**src/rtl/camera_sensor_sim.sv**
```systemverilog
// camera_sensor_sim: MT9V034-style parallel sensor emulator (LINE_VALID,
// FRAME_VALID, 10-bit DATA_OUT) with programmable active area and blanking.
// Ports:
//   PIXCLK      in   pixel clock, rising edge
//   RST_N       in   asynchronous active-low reset
//   ENABLE      in   frames are generated while high
//   MODE[1:0]   in   pattern: 0 GRID, 1 RAMP, 2 LFSR, 3 FRAMENUM
//   LINE_VALID  out  high during active pixels
//   FRAME_VALID out  high from first pixel to end of last line's HBLANK
//   DATA_OUT    out  pixel value, 0 while LINE_VALID is low
//   FRAME_COUNT out  completed frames, wraps
//   BUSY        out  high from frame start through end of VBLANK
// Build option: define CAMSIM_LFSR_EN to enable the MODE=2 LFSR pattern;
// without it MODE=2 produces the GRID pattern.
module camera_sensor_sim #(
    parameter int WIDTH  = 2,
    parameter int HEIGHT = 3,
    parameter int HBLANK = 1,
    parameter int VBLANK = 4
) (
    input  logic        PIXCLK,
    input  logic        RST_N,
    input  logic        ENABLE,
    input  logic [1:0]  MODE,
    output logic        LINE_VALID,
    output logic        FRAME_VALID,
    output logic [9:0]  DATA_OUT,
    output logic [15:0] FRAME_COUNT,
    output logic        BUSY
);

    localparam int CW   = (WIDTH > 1) ? $clog2(WIDTH) : 1;
    localparam int LW   = (HEIGHT > 1) ? $clog2(HEIGHT) : 1;
    localparam int BMAX = (HBLANK > VBLANK) ? HBLANK : VBLANK;
    localparam int BW   = (BMAX > 1) ? $clog2(BMAX) : 1;

    localparam logic [CW-1:0] COL_LAST  = CW'(WIDTH - 1);
    localparam logic [LW-1:0] LINE_LAST = LW'(HEIGHT - 1);
    localparam logic [BW-1:0] H_LAST    = BW'(HBLANK - 1);
    localparam logic [BW-1:0] V_LAST    = BW'(VBLANK - 1);

    typedef enum logic [1:0] {
        IDLE,
        ACTIVE,
        HBL,
        VBL
    } state_t;

    state_t        state;
    logic [CW-1:0] col;
    logic [LW-1:0] line;
    logic [BW-1:0] blank;
    logic [1:0]    mode_q;
    logic [9:0]    ramp;
`ifdef CAMSIM_LFSR_EN
    logic [9:0]    lfsr;
    logic [9:0]    lfsr_n;
`endif

    // Coordinates and pattern state of the pixel emitted on the next edge,
    // whichever of start-of-frame / next-column / next-line that turns out
    // to be.  Only consumed on edges that actually emit a pixel.
    logic          start_now;
    logic          first;
    logic [1:0]    p_mode;
    logic [LW-1:0] p_line;
    logic [CW-1:0] p_col;
    logic [9:0]    ramp_n;
    logic [9:0]    grid;
    logic [9:0]    px;

    always_comb begin
        start_now = 1'b0;
        first     = 1'b0;
        p_mode    = mode_q;
        p_line    = line;
        p_col     = col + CW'(1);
        if (state == IDLE || state == VBL) begin
            // MODE is latched at frame start, so the first pixel uses it live
            first  = 1'b1;
            p_mode = MODE;
            p_line = '0;
            p_col  = '0;
            if (ENABLE && (state == IDLE || blank == V_LAST)) begin
                start_now = 1'b1;
            end
        end else if (state == HBL) begin
            p_line = line + LW'(1);
            p_col  = '0;
        end

        ramp_n = first ? 10'd0 : ramp + 10'd1;
`ifdef CAMSIM_LFSR_EN
        lfsr_n = first ? 10'h001 : {lfsr[8:0], lfsr[9] ^ lfsr[6]};
`endif
        grid = (10'(p_line) + 10'd1) * 10'd10 + 10'(p_col) + 10'd1;

        case (p_mode)
            2'd1:    px = ramp_n;
`ifdef CAMSIM_LFSR_EN
            2'd2:    px = lfsr_n;
`endif
            2'd3:    px = FRAME_COUNT[9:0];
            default: px = grid;
        endcase
    end

    always_ff @(posedge PIXCLK or negedge RST_N) begin
        if (!RST_N) begin
            state       <= IDLE;
            col         <= '0;
            line        <= '0;
            blank       <= '0;
            mode_q      <= 2'd0;
            ramp        <= 10'd0;
`ifdef CAMSIM_LFSR_EN
            lfsr        <= 10'd0;
`endif
            LINE_VALID  <= 1'b0;
            FRAME_VALID <= 1'b0;
            DATA_OUT    <= 10'd0;
            FRAME_COUNT <= 16'd0;
            BUSY        <= 1'b0;
        end else if (start_now) begin
            state       <= ACTIVE;
            col         <= '0;
            line        <= '0;
            blank       <= '0;
            mode_q      <= MODE;
            ramp        <= ramp_n;
`ifdef CAMSIM_LFSR_EN
            lfsr        <= lfsr_n;
`endif
            LINE_VALID  <= 1'b1;
            FRAME_VALID <= 1'b1;
            DATA_OUT    <= px;
            BUSY        <= 1'b1;
        end else begin
            case (state)
                IDLE: begin
                    BUSY <= 1'b0;
                end
                ACTIVE: begin
                    if (col == COL_LAST) begin
                        state      <= HBL;
                        blank      <= '0;
                        LINE_VALID <= 1'b0;
                        DATA_OUT   <= 10'd0;
                    end else begin
                        col      <= p_col;
                        ramp     <= ramp_n;
`ifdef CAMSIM_LFSR_EN
                        lfsr     <= lfsr_n;
`endif
                        DATA_OUT <= px;
                    end
                end
                HBL: begin
                    if (blank != H_LAST) begin
                        blank <= blank + BW'(1);
                    end else if (line != LINE_LAST) begin
                        state      <= ACTIVE;
                        line       <= p_line;
                        col        <= '0;
                        ramp       <= ramp_n;
`ifdef CAMSIM_LFSR_EN
                        lfsr       <= lfsr_n;
`endif
                        LINE_VALID <= 1'b1;
                        DATA_OUT   <= px;
                    end else begin
                        // frame is complete once the last HBLANK ends
                        state       <= VBL;
                        blank       <= '0;
                        FRAME_VALID <= 1'b0;
                        FRAME_COUNT <= FRAME_COUNT + 16'd1;
                    end
                end
                VBL: begin
                    if (blank != V_LAST) begin
                        blank <= blank + BW'(1);
                    end else begin
                        // ENABLE high here was taken by start_now
                        state <= IDLE;
                        blank <= '0;
                        BUSY  <= 1'b0;
                    end
                end
                default: begin
                    state <= IDLE;
                end
            endcase
        end
    end

endmodule

```
**config.mk**
```make
export PLATFORM = sky130hd
export DESIGN_NAME = camera_sensor_sim
export DESIGN_NICKNAME = d
export VERILOG_FILES = /design/src/rtl/camera_sensor_sim.sv
export SDC_FILE = /design/constraint.sdc
export NUM_CORES = 1
export LEC_CHECK = 0
export ABC_AREA = 1
export CORE_UTILIZATION = 25
export CTS_BUF_LIST = sky130_fd_sc_hd__clkbuf_2 sky130_fd_sc_hd__clkbuf_4 sky130_fd_sc_hd__clkbuf_8
export DETAILED_ROUTE_END_ITERATION = 10
export MAX_ROUTING_LAYER = met4
export PLACE_DENSITY = 0.47
export SLEW_MARGIN = 20
export SYNTH_ARGS = -nofsm -noshare
export SYNTH_HDL_FRONTEND = slang
export SYNTH_SLANG_ARGS = --single-unit
```
**constraint.sdc**
```tcl
create_clock -name PIXCLK -period 5.9 [get_ports PIXCLK]
set_clock_uncertainty 0.1 [all_clocks]
set_input_delay 0.885 -clock PIXCLK [delete_from_list [all_inputs] [get_ports PIXCLK]]
set_output_delay 0.885 -clock PIXCLK [all_outputs]
set_load 0.02 [all_outputs]
```
Word level (Yosys, flattened, before mapping):

Cells that the tools add are included.

* logic and storage cells: 111
* bits in latches: 0
* memory bits (writable): 0
* ROM bits: 0
* memories kept: 0
* register bits: 48
* input port bits: 5

* divide/modulo/power cells: 0
* equal/unequal tests: 16
* reduce and logical (&&, ||, !) cells: 19
* $add $sub $neg: 8
* magnitude comparators: 0
* bitwise operators: 3
* shift operators: 0
* mux-type cells: 53
* multiply operators: 1

Operator list (count)
* 2-to-1 mux 10 bit: 9
* one-hot mux 10 bit (2 select lines): 3
* 2-to-1 mux 2 bit: 17
* 2-to-1 mux 1 bit: 19
* adder 16 x 1 -> 16 bit, second input constant: 1
* AND reduction 4 bit: 4
* inequality test 3 bit, second input constant: 4
* one-hot mux 2 bit (3 select lines): 2
* AND reduction 3 bit: 4
* adder 10 x 1 -> 10 bit, second input constant: 1
* adder 8 x 1 -> 9 bit, second input constant: 1
* adder 7 x 1 -> 8 bit: 1
* equality test 2 bit, second input constant: 4
* inequality test 2 bit, second input constant: 4
* multiplier 3 x 3 -> 6 bit, second input constant: 1
* one-hot mux 1 bit (2 select lines): 3
* nonzero test 2 bit: 3
* nonzero test 3 bit: 2
* adder 2 x 1 -> 2 bit, second input constant: 2
* equality test 2 x 1 -> 1 bit, second input constant: 2
* inequality test 4 bit, second input constant: 1
* nonzero test 4 bit: 1
* adder 2 x 1 -> 3 bit, second input constant: 1
* inequality test 3 x 2 -> 1 bit, second input constant: 1
* other kinds (6): 9

Longest topological paths before layout:

* depth after elaboration: 12
* depth in mapped cells: 15
* mapped depth without buffers: 15

Worst setup path after synthesis:

OpenSTA, ideal clock, no wires.

* path kind: reg-to-reg
* start point: register state[0]
* end point: register DATA_OUT[2]
* stages on the path, launching flop included: 12
* required time: 5.683 ns
* buffers on the path: 1
* setup time: 0.117 ns
* period minus slack after synthesis: 2.249 ns
* path slack: 3.651 ns
* arrival: 2.033 ns
* cells stage by stage: dfrtp_1 > inv_1 > ha_1 > buf_2 > nand3_1 > ha_1 > inv_1 > or2_2 > nand3_1 > nand3_1 > nand2_1 > nand2_1

* longest elaborated chain between the ends: 12
* elaborated cells between the ends (all ways): 32
* those cells by class: add/sub: 3; mul: 1; eq/ne: 7; mux: 15; reduce/logical: 6

Ends and longest elaborated chain
* from (decl): line 49 `state_t state;`
* from (signal assigned): line 110 `state <= IDLE;`
* from (signal assigned): line 125 `state <= ACTIVE;`
* from (signal assigned): line 145 `state <= HBL;`
* equality test 2 bit (tied with other cells): line 87, 139
* 2-to-1 mux 2 bit / logical OR 1 bit (equally long branches): line 87, 78
* 2-to-1 mux 2 bit: line 78 `if (state == IDLE || state == VBL) begin`
* adder 2 x 1 -> 3 bit: line 96 `grid = (10'(p_line) + 10'd1) * 10'd10 + 10'(p_col) + 10'd1;`
* multiplier 3 x 3 -> 6 bit: line 96
* adder 7 x 1 -> 8 bit: line 96
* adder 8 x 1 -> 9 bit: line 96
* one-hot mux 10 bit (2 select lines): line 98 `case (p_mode)`
* 2-to-1 mux 10 bit: line 161 `end else if (line != LINE_LAST) begin`
* 2-to-1 mux 10 bit: line 159 `if (blank != H_LAST) begin`
* one-hot mux 10 bit (2 select lines): line 139 `case (state)`
* 2-to-1 mux 10 bit: line 124 `end else if (start_now) begin`
* to (signal assigned): line 136 `DATA_OUT <= px;`
* to (signal assigned): line 155 `DATA_OUT <= px;`
* to (signal assigned): line 170 `DATA_OUT <= px;`
* to (decl): line 27 `output logic [9:0] DATA_OUT,`

Several ways; a longest one is shown, not always the timed one. The select of a mux whose other input is x is not followed.
A chain may end at the register's enable or synchronous reset.

Final worst setup path:

* start point: register state[1]
* end point: register DATA_OUT[2]

The elaborated chain is that of the path after synthesis.

==> results.txt <==
The run finished with clean final reports. The detail-routed via count per cell is 4.26, and the worst setup slack for register-to-register paths is 3.04 ns. The number of buffers and inverters on the critical path is 2, and the ratio of final minimum period to clock period is 48.4%. Counting flops and latches in the post-synthesis netlist gives 48. The run gives 6.01 ns as the data required time of the worst path. The peak ir drop on the vdd network was 0.162 mV. For the final routed database, the setup TNS stands at 0 ns. At the later pin of the worst-skew pair, clock insertion delay measures 0.31 ns.

The logs give 49 for the largest net degree at the start of global routing and 7.46 mm for the wire length reported by the detailed router. The tools report the count of maximum capacitance violations as 0. For the pin with the worst max-slew slack, the measured transition is 0.739 ns. For this run, the slowest stage of the critical path takes 0.77 ns. The tools report the number of H-tree levels as 2. The mapped netlist covers 0.00310 mm2.

Leaving out fill and tap cells, the most frequent cells in the layout are nand2_1 (151), dfrtp_1 (48), inv_1 (46). The worst setup path is launched from a register. The cell count after synthesis is 420, and the maximum net fanout on the critical path is 23. The synthesized netlist contains 32 unique library cells. The critical path runs through a total of 10 cells.

The width of the die was 113 um; the detailed-placement wirelength estimate was 5.53 mm. Number of cell instances on the worst register-to-register path: 10. The relative max-transition margin is 50.7%, and the number of fill cells is 1319. The clock transition at the registers of the reported paths came out at 0.10 ns. The number of clock sinks seen by CTS is 48. Dividing the detail-routed wire length by the instance count gives 12.0 um. The buffer cell driving the clock tree root is clkbuf_8. In this run the post-CTS setup repair buffer count came out at 0. Number of buffers added by the clock tree synthesis step: 5. The worst hold path belongs to the class register to register. The first global-routing pass estimated 12.7 mm of wire. Number of pins with negative max-slew slack in the final report: 0. At the end of routability-driven placement, the weighted congestion stood at 0.810. The logs give 111 for the number of DRC markers after the initial detailed-route iteration and 25.7% for the effective utilization at floorplan.

The end-of-flow core utilization is 30.8%, and the total I/O pin count is 34. The count of nets left with antenna violations once routing finished came out at 0. The analysis attributes to cell leakage a power of 0.00182 uW.

The number of hold buffers added after CTS was 0. Setup violations remaining at the end of the flow were counted as 0. The floorplan step set the die height to 113 um. After the last flow step, the layout net total stands at 475. The number of warnings reported in the yosys synthesis log came out at 0. Cell family with the largest share of critical-path delay: adder cells. Power density of the placed cells: 479 mW/mm2.

Data arrives at the worst endpoint at 2.96 ns. The detailed router placed 2650 vias in this run. The worst register-to-register path begins at state[1].

The synthesis-to-finish area growth works out to 20.0%. TritonCTS built the clock tree. The worst setup path is captured at a register. The initialized floorplan defines 40 standard-cell rows.

The number of antenna diodes in the final layout is 0. Global routing used 13.0% of the available tracks across all layers. Once the clock tree was built, the resizer swapped 0 gates to a different size. The tools report the overall die area as 0.0129 mm2. After layout, the design draws a total of 1780 uW. Buffers placed on the I/O ports in this run total 33. Setup repair after global routing left no endpoint under its margin. In this run the most critical hold path is launched from DATA_OUT[0].

The number of antenna violations at the first check in global routing was 0. The fraction of registers with async set or reset after synthesis is 100%, and the cell count of the worst hold path is 2. For the tightest hold margin, the log shows 0.385 ns.

The first TritonRoute pass finished after 4 iterations. The region available for standard cell placement spans 0.0121 mm2. For this run, design rule violations remaining after detail routing come to 0.

Each instance of the synthesized netlist takes up on average 7.38 um2. The number of nets in the synthesized netlist is 442. On the critical path, the stage with the largest delay is an instance of ha_1. In this run the worst setup path begins at state[1]. The most numerous cell type found on the critical path is nand3_1. For this run, the top clock speed supported by timing is 0.350 GHz. Cells with a size suffix above 1 make up 8.59% of the layout. Sequential cells were found to cover 38.7% of the synthesized design area. The kind of critical path was register to register. The final critical path time including I/O delays and setup is 2.86 ns. In the synthesized netlist the dominant register cell turns out to be dfrtp_1.

The total count of hold-check failures in the final report was 0. Traced cell by cell, the critical path runs through inv_1 > ha_1 > nand3_1 > ha_1 > inv_1 > or2_2 > nand3_1 > nand3_1 > nand2_1 > nand2_1. Number of flops mapped to enable cells by yosys: 0. The residual overflow from global routing came out at 0.

The library cell used most frequently in the layout, excluding fill and tap cells, is nand2_1. The run gives 2592 as the via count of the first global-routing pass. Clock tree buffer depth: 2.
-- logic make-up after synthesis --
logic type      share of synthesized area, %
compound gates                          8.15
xor+xnor                                3.39
fa+ha+maj                               6.86
buf+inv                                 7.75
flops                                   38.7
simple gates                            35.1
-- registers in the layout, summed over array words and instances (netlist names) --
name,count
LINE_VALID,1
BUSY,1
col,1
FRAME_VALID,1
state,2
mode_q,2
DATA_OUT,10
ramp,10
FRAME_COUNT,16
blank,2
line,2
-- metal layers --
metal	track usage, %	vias to the layer above	routed length (um)	share of wire (%)
met4	3.68	0	71	0.95
met1	16.6	1213	3720	50
met3	2.09	5	154	2.1
met5	-	-	0	0
li1	-	1397	-	-
met2	21.2	35	3520	47
-- final cells by class --
| type | count | area [um2] | area share, % |
|---|---|---|---|
| Clock buffer | 6 | 82.6 | 2.22 |
| Clock inverter | 2 | 38.8 | 1.04 |
| Inverter | 52 | 195 | 5.25 |
| Multi-Input combinational cell | 312 | 1660 | 44.6 |
| Sequential cell | 48 | 1200 | 32.3 |
| Tap cell | 168 | 210 | 5.65 |
| Timing Repair Buffer | 34 | 333 | 8.95 |
-- per-stage QoR --
step | cell area, um2 | worst slack [ns] | std cells
floorplan | 3100 | 3.65 | 420
global placement | 3600 | 3.09 | 614
detailed placement | 3600 | 3.02 | 614
CTS | 3720 | 2.99 | 622
global route | 3720 | 2.75 | 622
finish | 3720 | 3.04 | 622
-- where the power goes --
part	leakage, uW	switching [uW]	internal [uW]
Sequential	0.000640	78.4	410
Clock	0.0000614	120	139
Combinational	0.00112	692	344
Total	0.00182	890	893
-- tightest hold or removal path, stage by stage (launching register included) --
cell and delay (ns):
dfrtp_1 0.35, nand2_1 0.06, nand2_1 0.05
-- Yosys cell counts (all sizes together), types with 3 or more instances --
master	number	area, um2
nand3b	3	22.5
o31ai	3	36.3
nand4	12	87.6
nand3	35	193
nor2	34	158
xor2	10	87.6
inv	52	195
nand2	154	591
buf	8	45.0
dfrtp	48	1200
ha	17	213
o21ai	26	156
a21oi	7	46.3
nor3	5	25.0
-- worst paths after layout --
kind,to
max,DATA_OUT[2]
min,DATA_OUT[0]
max reg2reg,DATA_OUT[2]
min reg2reg,DATA_OUT[0]
max in group asynchronous,FRAME_COUNT[0]
min in group asynchronous,ramp[2]
Power figures use the tool's default switching activity.
